===== config.mk =====
export PLATFORM = sky130hd
export DESIGN_NAME = keypad_scan
export DESIGN_NICKNAME = d
export VERILOG_FILES = /design/src/rtl/keypad_scan.sv
export SDC_FILE = /design/constraint.sdc
export NUM_CORES = 1
export LEC_CHECK = 0
export BUFFER_PORTS_ARGS = -buffer_cell sky130_fd_sc_hd__buf_2
export CAP_MARGIN = 20
export CORE_ASPECT_RATIO = 1.2
export CORE_UTILIZATION = 45
export CTS_CLUSTER_SIZE = 12
export DETAILED_ROUTE_END_ITERATION = 8
export GPL_ROUTABILITY_DRIVEN = 1
export PLACE_DENSITY = 0.75
export SYNTH_ARGS = -nofsm -noshare
export SYNTH_HDL_FRONTEND = slang
export SYNTH_SLANG_ARGS = --single-unit
export TNS_END_PERCENT = 50

===== constraint.sdc =====
create_clock -name clk -period 3.76 [get_ports clk]
set_input_delay 0.376 -clock clk [delete_from_list [all_inputs] [get_ports clk]]
set_output_delay 0.376 -clock clk [all_outputs]
set_load 0.03 [all_outputs]

===== src/rtl/keypad_scan.sv =====
// keypad_scan: 4x4 matrix keypad scanner with frame debounce, key-code FIFO
// and a four-register memory-mapped interface for the core.
//
// Ports:
//   clk, reset       system clock, synchronous active-high reset
//   col_sel[3:0]     active-low column drive (4'hF when disabled)
//   row_in[3:0]      active-low row sense, already synchronized
//   A[1:0]           register select: 0 STATUS, 1 DATA, 2 CTRL, 3 KEYS
//   WE, write_data   register write strobe and data
//   read_data[31:0]  combinational read of the selected register
//   key_ready        high while the key-code FIFO holds an entry
module keypad_scan #(
    parameter int SCAN_DIV   = 2500,
    parameter int DEBOUNCE   = 4,
    parameter int FIFO_DEPTH = 4
) (
    input  logic        clk,
    input  logic        reset,
    output logic [3:0]  col_sel,
    input  logic [3:0]  row_in,
    input  logic [1:0]  A,
    input  logic        WE,
    input  logic [31:0] write_data,
    output logic [31:0] read_data,
    output logic        key_ready
);

    localparam int DW = $clog2(SCAN_DIV);
    localparam int SW = $clog2(DEBOUNCE + 1);
    localparam int PW = $clog2(FIFO_DEPTH);
    localparam int CW = PW + 1;

    logic          enable;
    logic [DW-1:0] div;
    logic [1:0]    col;
    logic [15:0]   raw;
    logic [15:0]   raw_prev;
    logic [15:0]   frame;
    logic [SW-1:0] stab;
    logic [15:0]   deb;
    logic [15:0]   deb_prev;
    logic [15:0]   newk;
    logic [3:0]    code;
    logic          last;
    logic          frame_end;
    logic          push;
    logic          multi_in;

    logic [3:0]    mem [FIFO_DEPTH];
    logic [PW-1:0] wp;
    logic [PW-1:0] rp;
    logic [CW-1:0] count;
    logic          full;
    logic          pop_req;
    logic          ctrl_wr;
    logic          do_pop;
    logic          do_push;
    logic          ovf;
    logic          multi;
    logic [2:0]    cnt3;

    assign last      = (div == DW'(SCAN_DIV - 1));
    assign frame_end = last && (col == 2'd3);
    assign col_sel   = enable ? ~(4'b0001 << col) : 4'hF;

    // Raw frame with the current column's rows merged in; at frame end
    // this is the complete new frame.
    always_comb begin
        frame = raw;
        frame[{col, 2'b00} +: 4] = ~row_in;
    end

    always_ff @(posedge clk) begin
        if (reset || !enable) begin
            div      <= '0;
            col      <= 2'd0;
            raw      <= '0;
            raw_prev <= '0;
            stab     <= '0;
        end else begin
            if (last) begin
                div <= '0;
                col <= col + 2'd1;
                raw <= frame;
            end else begin
                div <= div + DW'(1);
            end
            if (frame_end) begin
                raw_prev <= frame;
                if (frame != raw_prev)
                    stab <= '0;
                else if (stab != SW'(DEBOUNCE))
                    stab <= stab + SW'(1);
            end
        end
    end

    // Debounced state moves only on the frame where the count reaches
    // DEBOUNCE; it survives disable.
    always_ff @(posedge clk) begin
        if (reset) begin
            deb      <= '0;
            deb_prev <= '0;
        end else begin
            deb_prev <= deb;
            if (enable && frame_end && frame == raw_prev &&
                stab == SW'(DEBOUNCE - 1))
                deb <= frame;
        end
    end

    assign newk     = deb & ~deb_prev;
    assign push     = |newk;
    assign multi_in = |(newk & (newk - 16'd1));

    // Lowest set index wins.
    always_comb begin
        code = 4'd0;
        for (int i = 15; i >= 0; i--)
            if (newk[i])
                code = 4'(i);
    end

    assign pop_req = WE && (A == 2'd1);
    assign ctrl_wr = WE && (A == 2'd2);
    assign full    = (count == CW'(FIFO_DEPTH));
    assign do_pop  = pop_req && (count != '0);
    // A pop in the same cycle frees the slot for a push into a full FIFO.
    assign do_push = push && (!full || do_pop);

    always_ff @(posedge clk) begin
        if (reset) begin
            enable <= 1'b1;
            ovf    <= 1'b0;
            multi  <= 1'b0;
            wp     <= '0;
            rp     <= '0;
            count  <= '0;
        end else begin
            if (ctrl_wr) begin
                enable <= write_data[0];
                if (write_data[1]) begin
                    ovf   <= 1'b0;
                    multi <= 1'b0;
                end
            end
            if (push && full && !do_pop)
                ovf <= 1'b1;
            if (push && multi_in)
                multi <= 1'b1;
            if (do_push)
                wp <= wp + PW'(1);
            if (do_pop)
                rp <= rp + PW'(1);
            count <= count + CW'(do_push) - CW'(do_pop);
        end
    end

    always_ff @(posedge clk) begin
        if (do_push)
            mem[wp] <= code;
    end

    assign key_ready = (count != '0);
    assign cnt3      = 3'(count);

    always_comb begin
        read_data = 32'd0;
        unique case (A)
            2'd0: read_data = {25'd0, cnt3, multi, ovf, full, key_ready};
            2'd1: read_data = key_ready ? {28'd0, mem[rp]} : 32'd0;
            2'd2: read_data = {31'd0, enable};
            2'd3: read_data = {16'd0, deb};
        endcase
    end

endmodule


-- After elaboration in Yosys (flattened, before gate mapping)
Memories as Yosys holds them, arrays and structs flattened. A register that Yosys moved wholly into a read port is not among the register bits.
Index checks and enable logic that the tools add are counted.
W data, S select, Z words.
- flip-flop bits (word level): 91
- bits in latches: 0
- bits in writable memories: 16
- memory bits (read-only): 0
- input bits: 41
- output and inout port bits: 37
- logic and storage cells: 100
- memories kept: 1
- memories (memory ; words ; width ; read ports ; clocked after memory_dff ; write ports ; RTL line ; source):
    mem ; 4 ; 4 ; 1 ; 1 ; 1 ; 49 ; logic [3:0] mem [FIFO_DEPTH];
- $add $sub $neg: 9
- multiply operators: 0
- div/mod/pow operators: 0
- $lt $le $gt $ge: 0
- eq/ne operators: 10
- shift operators: 3
- mux-type cells: 30
- bitwise logic cells: 5
- reduce and logical (&&, ||, !) cells: 29
- operators by type and width (kind ; number):
    $pmux W32 S4 ; 1
    $mux W4 ; 18
    $and A16 B16 Y16 ; 2
    $reduce_or A16 Y1 ; 2
    $bwmux W16 ; 1
    $eq A16 B16 Y1 ; 1
    $ne A16 B16 Y1 ; 1
    $not A16 Y16 ; 1
    $shift A4 B6 Y16 const A ; 1
    $shiftx A4 B6 Y16 ; 1
    $sub A16 B1 Y16 const B ; 1
    $add A12 B1 Y12 const B ; 1
    $eq A12 B12 Y1 const B ; 1
    $logic_and A1 B1 Y1 ; 11
    $reduce_bool A2 Y1 ; 5
    $not A4 Y4 ; 2
    $add A2 B1 Y2 const B ; 3
    $eq A2 B2 Y1 const B ; 3
    $mux W1 ; 6
    $mux W3 ; 2
    $neg A4 Y6 ; 1
    $reduce_and A2 Y1 ; 3
    $mux W2 ; 2
    $shl A1 B2 Y4 const A ; 1
    12 further kinds ; 15

-- Logic depth before layout (Yosys ltp)
Gate-level depths: netlist (run 1).
- depth after elaboration: 18
- mapped depth: 14
- depth with buffers taken out: 11

-- Worst setup path before layout (run 1)
OpenSTA, ideal clock, no wires.
- path type: reg2reg
- start point: reg col[0]
- end point: reg deb[6]
- setup time: 87 ps
- arrival time: 3064 ps
- required time: 3673 ps
- slack: 608 ps
- cell stages (with the launch flop): 14
- clock period less this slack: 3152 ps
- path through: dfxtp_1 > clkbuf_1 > inv_1 > ha_1 > buf_6 > or4b_4 > a311oi_2 > nand4_1 > nor4_1 > nand4_1 > or2_1 > buf_6 > buf_6 > o31ai_1
- word-level cells in the longest chain between the ends: 6
- elaborated cells on any way between the ends: 10
- classes of those cells: add/sub: 1; eq/ne: 2; shift: 2; mux: 1; reduce/logical: 4
- RTL lines (element ; RTL line ; source):
    from (decl) ; 35 ; logic [1:0] col;
    from (signal assigned) ; 83 ; col <= col + 2'd1;
    $neg A4 Y6 ; 70 ; frame[{col, 2'b00} +: 4] = ~row_in;
    $shiftx A4 B6 Y16 / $shift A4 B6 Y16 (equally long branches) ; 70 ;
    $bwmux W16 ; 70 ;
    $eq A16 B16 Y1 ; 106 ; if (enable && frame_end && frame == raw_prev &&
    $logic_and A1 B1 Y1 (2 in a row) ; 106 ;
    to (signal assigned) ; 108 ; deb <= frame;
    to (decl) ; 40 ; logic [15:0] deb;
Several ways; a longest one is shown, not always the timed one.
A chain may end at the register's enable or synchronous reset.

-- Final worst setup path (run 1)
- start point: reg col[1]
- end point: reg deb[8]
Same word-level chain as after synthesis.

==> flow_summary.toml, run 1 <==
[floorplan]
row_count = 43
core-area_mm2 = 0.0116
die_w_um = 102
initial_utilization_pct = 46.4
ioPinCount = 78
die_area_mm2 = 0.0124
fp.dieH_um = 122

[cts]
cts_hold_buf = 0
cts_setup_buffers = 0
htree_levels = 3
cts_tree = "built"
clock_latency_ns = 0.35
cts.root.buffer_cell = "clkbuf_16"
cts_resized = 0
cts_buffer_depth = 2
cts_sinks = 109
clkTransAtPathRegs_ns = 0.07
numCtsBuffers = 9

[logic_synthesis]
synth.distinct_cells = 51
yosysWarnings = 0
async_flop_share_pct = 0
avgSynthCellArea_um2 = 9.10
seq_area_frac_synth_pct = 43.6
synth_edf_count = 16
ys_ff_latch = 109
synthCells = 590
netlist_area_mm2 = 0.00537
ys.flop_type = "dfxtp_1"

[finish]
n_antenna_cell = 0
seq_area_mm2 = 0.00234
final_common_cell = "dfxtp_1"
layout_common_cells = "dfxtp_1, nor2_1, nor2b_1, a21oi_1, buf_2"
nFillCells = 1052
fin_util_pct = 50.6
multi_input_area_mm2 = 0.00276
finalNetCount = 661
drive_gt1_share_pct = 10.0
area_delta_synth_final_pct = 8.95

[timing]
holdWs_ns = 0.249
fin_setup_tns_ns = 0
slew_headroom_pct = 51.2
finalCritPeriodShare_pct = 90.2
fin_skew_ns = 0.00793
grt_setup_unrepaired = "no"
worst_pin_slew_ns = 0.732
setup_viol = 0
finalHoldViolations = 0
final_max_slew_viol_count = 0
finalCriticalPeriod_ns = 3.39
fmax_mhz = 295

[grt]
grtUsageTotal_pct = 19.2
grt_pass1_vias = 3973
grt_max_degree = 45
overflow = 0
grt_pass1_wl_mm = 18.6
antenna_found_initial = 0

[critical_path]
cp_max_fo = 17
r2r_cells = 9
crit_buf_inv = 1
crit_chain = "inv_1, ha_1, nor4bb_1, a21oi_1, xnor2_1, nor4_1, nand4_1, or2_1, o31ai_1"
crit_type = "reg -> reg"
r2r_start = "col[1]"
worstPathArrival_ns = 3.64
crit_path_start_kind = "register"
reg2reg_slack_ns = 0.37
cp_slowest_cell = "nor4bb_1"
end_kind = "register"
r2r-end = "deb[8]"
slowest_delay_ns = 0.63
critical_path_required_ns = 4.01
path_delay_family = "simple AND/OR/NAND/NOR gates"

[pwr]
p_leak_uw = 0.00227
power.density_mw_per_mm2 = 371
ir_drop_v = 0.000214

[drt]
wire_per_inst_um = 14.7
drc_errors = 0
antenna_left = 0
routed_wl_mm = 11.2
viasPerCell = 5.41
drt-pass1-iter-count = 4
dr.first_iter.drc_count = 244
dr_total_vias = 4146

[outcome]
status = "finished clean"

[run]
cap_violations = 0

[worst_hold_path]
whs_path_depth = 3
hold_class = "in -> reg"
min_from = "write_data[0]"
min_to = "enable"

[placed_design]
gp_congestion = 0.883
place_hpwl_mm = 8.13
port_buffers = 31
-- how the worst max path moves through the flow --
stage	endpoint	depth (start not counted)	startpoint
CTS	deb[8]	9	col[1]
global route	deb[5]	9	col[0]
floorplan	deb[6]	13	col[0]
global placement	deb[10]	9	col[0]
detailed placement	deb[8]	9	col[1]
finish	deb[8]	9	col[1]
-- sequential cells by signal, summed over array words and instances, names as in the netlist, named ones only --
name      flops
deb          16
deb_prev     16
mem          16
raw          16
raw_prev     16
div          12
cnt3          3
stab          3
col           2
rp            2
wp            2
enable        1
multi         1
ovf           1
-- cell type report --
class,instances,area share [%]
multi-input cells,429,47.1
flip-flops and latches,109,40.0
repair buffers,37,3.42
well taps,157,3.36
clock inverters,4,0.535
inverters,18,1.15
clock buffers,12,4.38
-- power by group --
part / internal, µW / switching, µW / total, µW / leakage [µW]
sequential: 1180 / 4.45 / 1190 / 0.000936
clock: 490 / 416 / 906 / 0.000143
combinational: 16.2 / 63.4 / 79.6 / 0.00119
total: 1690 / 484 / 2170 / 0.00227
-- through the flow --
stage,total power (µW),instances,setup WS (ns),cell area [µm²]
after floorplan,1280,605,0.608,5430
after global placement,1290,750,0.464,5560
after detailed placement,1290,750,0.415,5560
after CTS,2190,766,0.365,5850
after global routing,2240,766,0.0438,5850
final,2170,766,0.370,5850
-- synthesized netlist by cell type, types with 4 or more instances --
| library cell | count | share of area (%) |
|---|---|---|
| nand4_1 | 7 | 0.82 |
| edfxtp_1 | 16 | 8.9 |
| ha_1 | 15 | 3.5 |
| mux4_2 | 4 | 1.7 |
| and3_1 | 16 | 1.9 |
| inv_1 | 18 | 1.3 |
| nor2b_1 | 39 | 4.5 |
| xnor2_1 | 20 | 3.3 |
| nor3_1 | 6 | 0.56 |
| xor2_1 | 10 | 1.6 |
| mux2i_1 | 13 | 2.4 |
| nand3_1 | 12 | 1.1 |
| nand2_1 | 18 | 1.3 |
| nor4b_1 | 8 | 1.3 |
| dfxtp_1 | 93 | 35 |
| a211oi_1 | 16 | 2.2 |
| nor2_1 | 84 | 5.9 |
| and2_1 | 8 | 0.93 |
| buf_4 | 16 | 2.2 |
| a22o_1 | 9 | 1.5 |
| clkbuf_1 | 30 | 2.1 |
| nand2b_1 | 14 | 1.6 |
| a21oi_1 | 33 | 3.1 |
| o31ai_1 | 19 | 2.7 |
| o21ai_0 | 21 | 2.0 |
| nor4_1 | 4 | 0.47 |
-- cells by family after synthesis --
family	count (synthesis)	share of synthesized area, %
xor+xnor	30	4.89
compound gates	122	15.0
fa+ha+maj	17	4.05
other cells	1	0.0698
flops	109	43.6
mux	17	4.10
buf+inv	67	6.22
simple gates	227	22.0
-- per-layer routing --
metal / vias to the layer above / GRT usage (%) / wire [µm]
met3: 15 / 3.44 / 376
li1: 2069 / - / -
met1: 1974 / 23.0 / 4940
met2: 88 / 33.2 / 5730
met5: - / 0 / 0
met4: 0 / 8.61 / 191
-- worst min-delay path, delay by kind of cell --
family                 cells  cell delay [ns]
buffers and inverters      1             0.08
muxes                      1             0.05
and+or+nand+nor            1             0.06
Note: power is estimated with default switching activity, not from simulation.
==> inputs of run 2 (changes only) <==
Settings changed: PLACE_DENSITY 0.75 to not set, PLACE_DENSITY_LB_ADDON set to 0.15.
==> run 2 against run 1 <==
- setup slack improved by 0.053 ns
- hold slack improved by 0.0096 ns
- fmax rose by 1.6%
- routed wire length rose by 1.0%
- first-iteration DRC count fell by 41%
- sequential power barely moved
- critical endpoint is now deb[9]
- largest power group unchanged
==> flow_summary.toml, run 2 (synthesized netlist as in run 1, its figures left out) <==
[critical_path]
end_kind = "register"
crit_chain = "inv_1, ha_1, nor4bb_1, a21oi_1, xnor2_1, nor4_1, nand4_1, or2_1, o31ai_1"
r2r_cells = 9
crit_path_start_kind = "register"
crit_buf_inv = 1
cp_max_fo = 16
reg2reg_slack_ns = 0.42
worstPathArrival_ns = 3.59
cp.depth = 9
slowest_delay_ns = 0.63
cp_slowest_cell = "nor4bb_1"
crit_type = "reg -> reg"
r2r-end = "deb[9]"
critical_path_required_ns = 4.02
r2r_start = "col[1]"
path_delay_family = "simple AND/OR/NAND/NOR gates"

[pwr]
p_leak_uw = 0.00229
ir_drop_v = 0.000205
power.density_mw_per_mm2 = 379

[grt]
antenna_found_initial = 0
grtUsageTotal_pct = 19.4
overflow = 0
grt_pass1_vias = 3865
grt_pass1_wl_mm = 18.7
grt_max_degree = 45

[floorplan]
initial_utilization_pct = 46.4
fp.dieH_um = 122
die_w_um = 102
ioPinCount = 78
core-area_mm2 = 0.0116
row_count = 43
die_area_mm2 = 0.0124

[timing]
fin_setup_tns_ns = 0
grt_setup_unrepaired = "no"
finalHoldViolations = 0
worst_pin_slew_ns = 0.765
final_max_slew_viol_count = 0
setup_viol = 0
fmax_mhz = 300
fin_skew_ns = 0.00619
finalCritPeriodShare_pct = 88.7
slew_headroom_pct = 49.0
finalCriticalPeriod_ns = 3.34

[cts]
cts.root.buffer_cell = "clkbuf_16"
cts_buffer_depth = 2
cts_sinks = 109
clock_latency_ns = 0.35
cts_tree = "built"
cts_hold_buf = 0
clkTransAtPathRegs_ns = 0.07
cts_resized = 0
cts_setup_buffers = 0
numCtsBuffers = 9
htree_levels = 3

[finish]
n_antenna_cell = 0
stdcell_area_mm2 = 0.00589
final_common_cell = "dfxtp_1"
finalNetCount = 663
layout_common_cells = "dfxtp_1, nor2_1, nor2b_1, a21oi_1, buf_2"
drive_gt1_share_pct = 10.5
area_delta_synth_final_pct = 9.65
seq_area_mm2 = 0.00234
nFillCells = 1114
multi_input_area_mm2 = 0.00276

[drt]
routed_wl_mm = 11.3
dr_total_vias = 4073
viasPerCell = 5.30
drt-pass1-iter-count = 4
wire_per_inst_um = 14.8
drc_errors = 0
dr.first_iter.drc_count = 143
antenna_left = 0

[worst_hold_path]
min_from = "write_data[0]"
hold_class = "in -> reg"
whs_path_depth = 3
min_to = "enable"

[run]
cap_violations = 0

[outcome]
status = "finished clean"

[placed_design]
port_buffers = 31
place_hpwl_mm = 8.28
placed_cell_area_mm2 = 0.00558
gp_congestion = 0.836
-- run 2: how the worst max path moves through the flow --
stage	startpoint	endpoint	slack, ns
floorplan	col[0]	deb[6]	0.61
global placement	col[1]	deb[10]	0.44
detailed placement	col[1]	deb[9]	0.40
CTS	col[1]	deb[9]	0.36
global route	col[1]	deb[6]	0.03
finish	col[1]	deb[9]	0.42
-- run 2: power by group --
group	leakage, µW	internal (µW)	switching (µW)
clock network	0.000152	527	440
registers	0.000936	1180	4.61
logic	0.00120	16.2	64.4
total	0.00229	1720	509
-- run 2: worst min-delay path, cell delays in order --
cell and delay, ns:
buf_2 0.08, mux2i_1 0.05, nand2b_1 0.06
-- run 2: routing by layer --
layer | GRT usage [%] | part of all wire (%) | wire length, µm | vias to the layer above
met3 | 2.93 | 2.5 | 279 | 13
met2 | 34.1 | 50 | 5690 | 65
met1 | 23.7 | 46 | 5190 | 1922
met5 | 0 | 0 | 0 | -
met4 | 6.97 | 1.6 | 187 | 0
li1 | - | - | - | 2073
-- run 2: cell type report --
type	instances	area share, %
inverters	18	1.15
clock buffers	9	3.82
multi-input cells	429	46.8
clock inverters	7	1.44
flip-flops and latches	109	39.8
well taps	157	3.34
repair buffers	39	3.65
-- run 2: stage by stage --
step	total power [µW]	worst slack, ns	util, %	std cells	hold WS (ns)
floorplan	1280	0.608	-	605	0.438
global placement	1290	0.444	48.2	752	0.459
detailed placement	1290	0.402	48.2	752	0.468
CTS	2260	0.364	50.9	768	0.257
global route	2310	0.0272	50.9	768	0.260
finish	2230	0.423	50.9	768	0.258
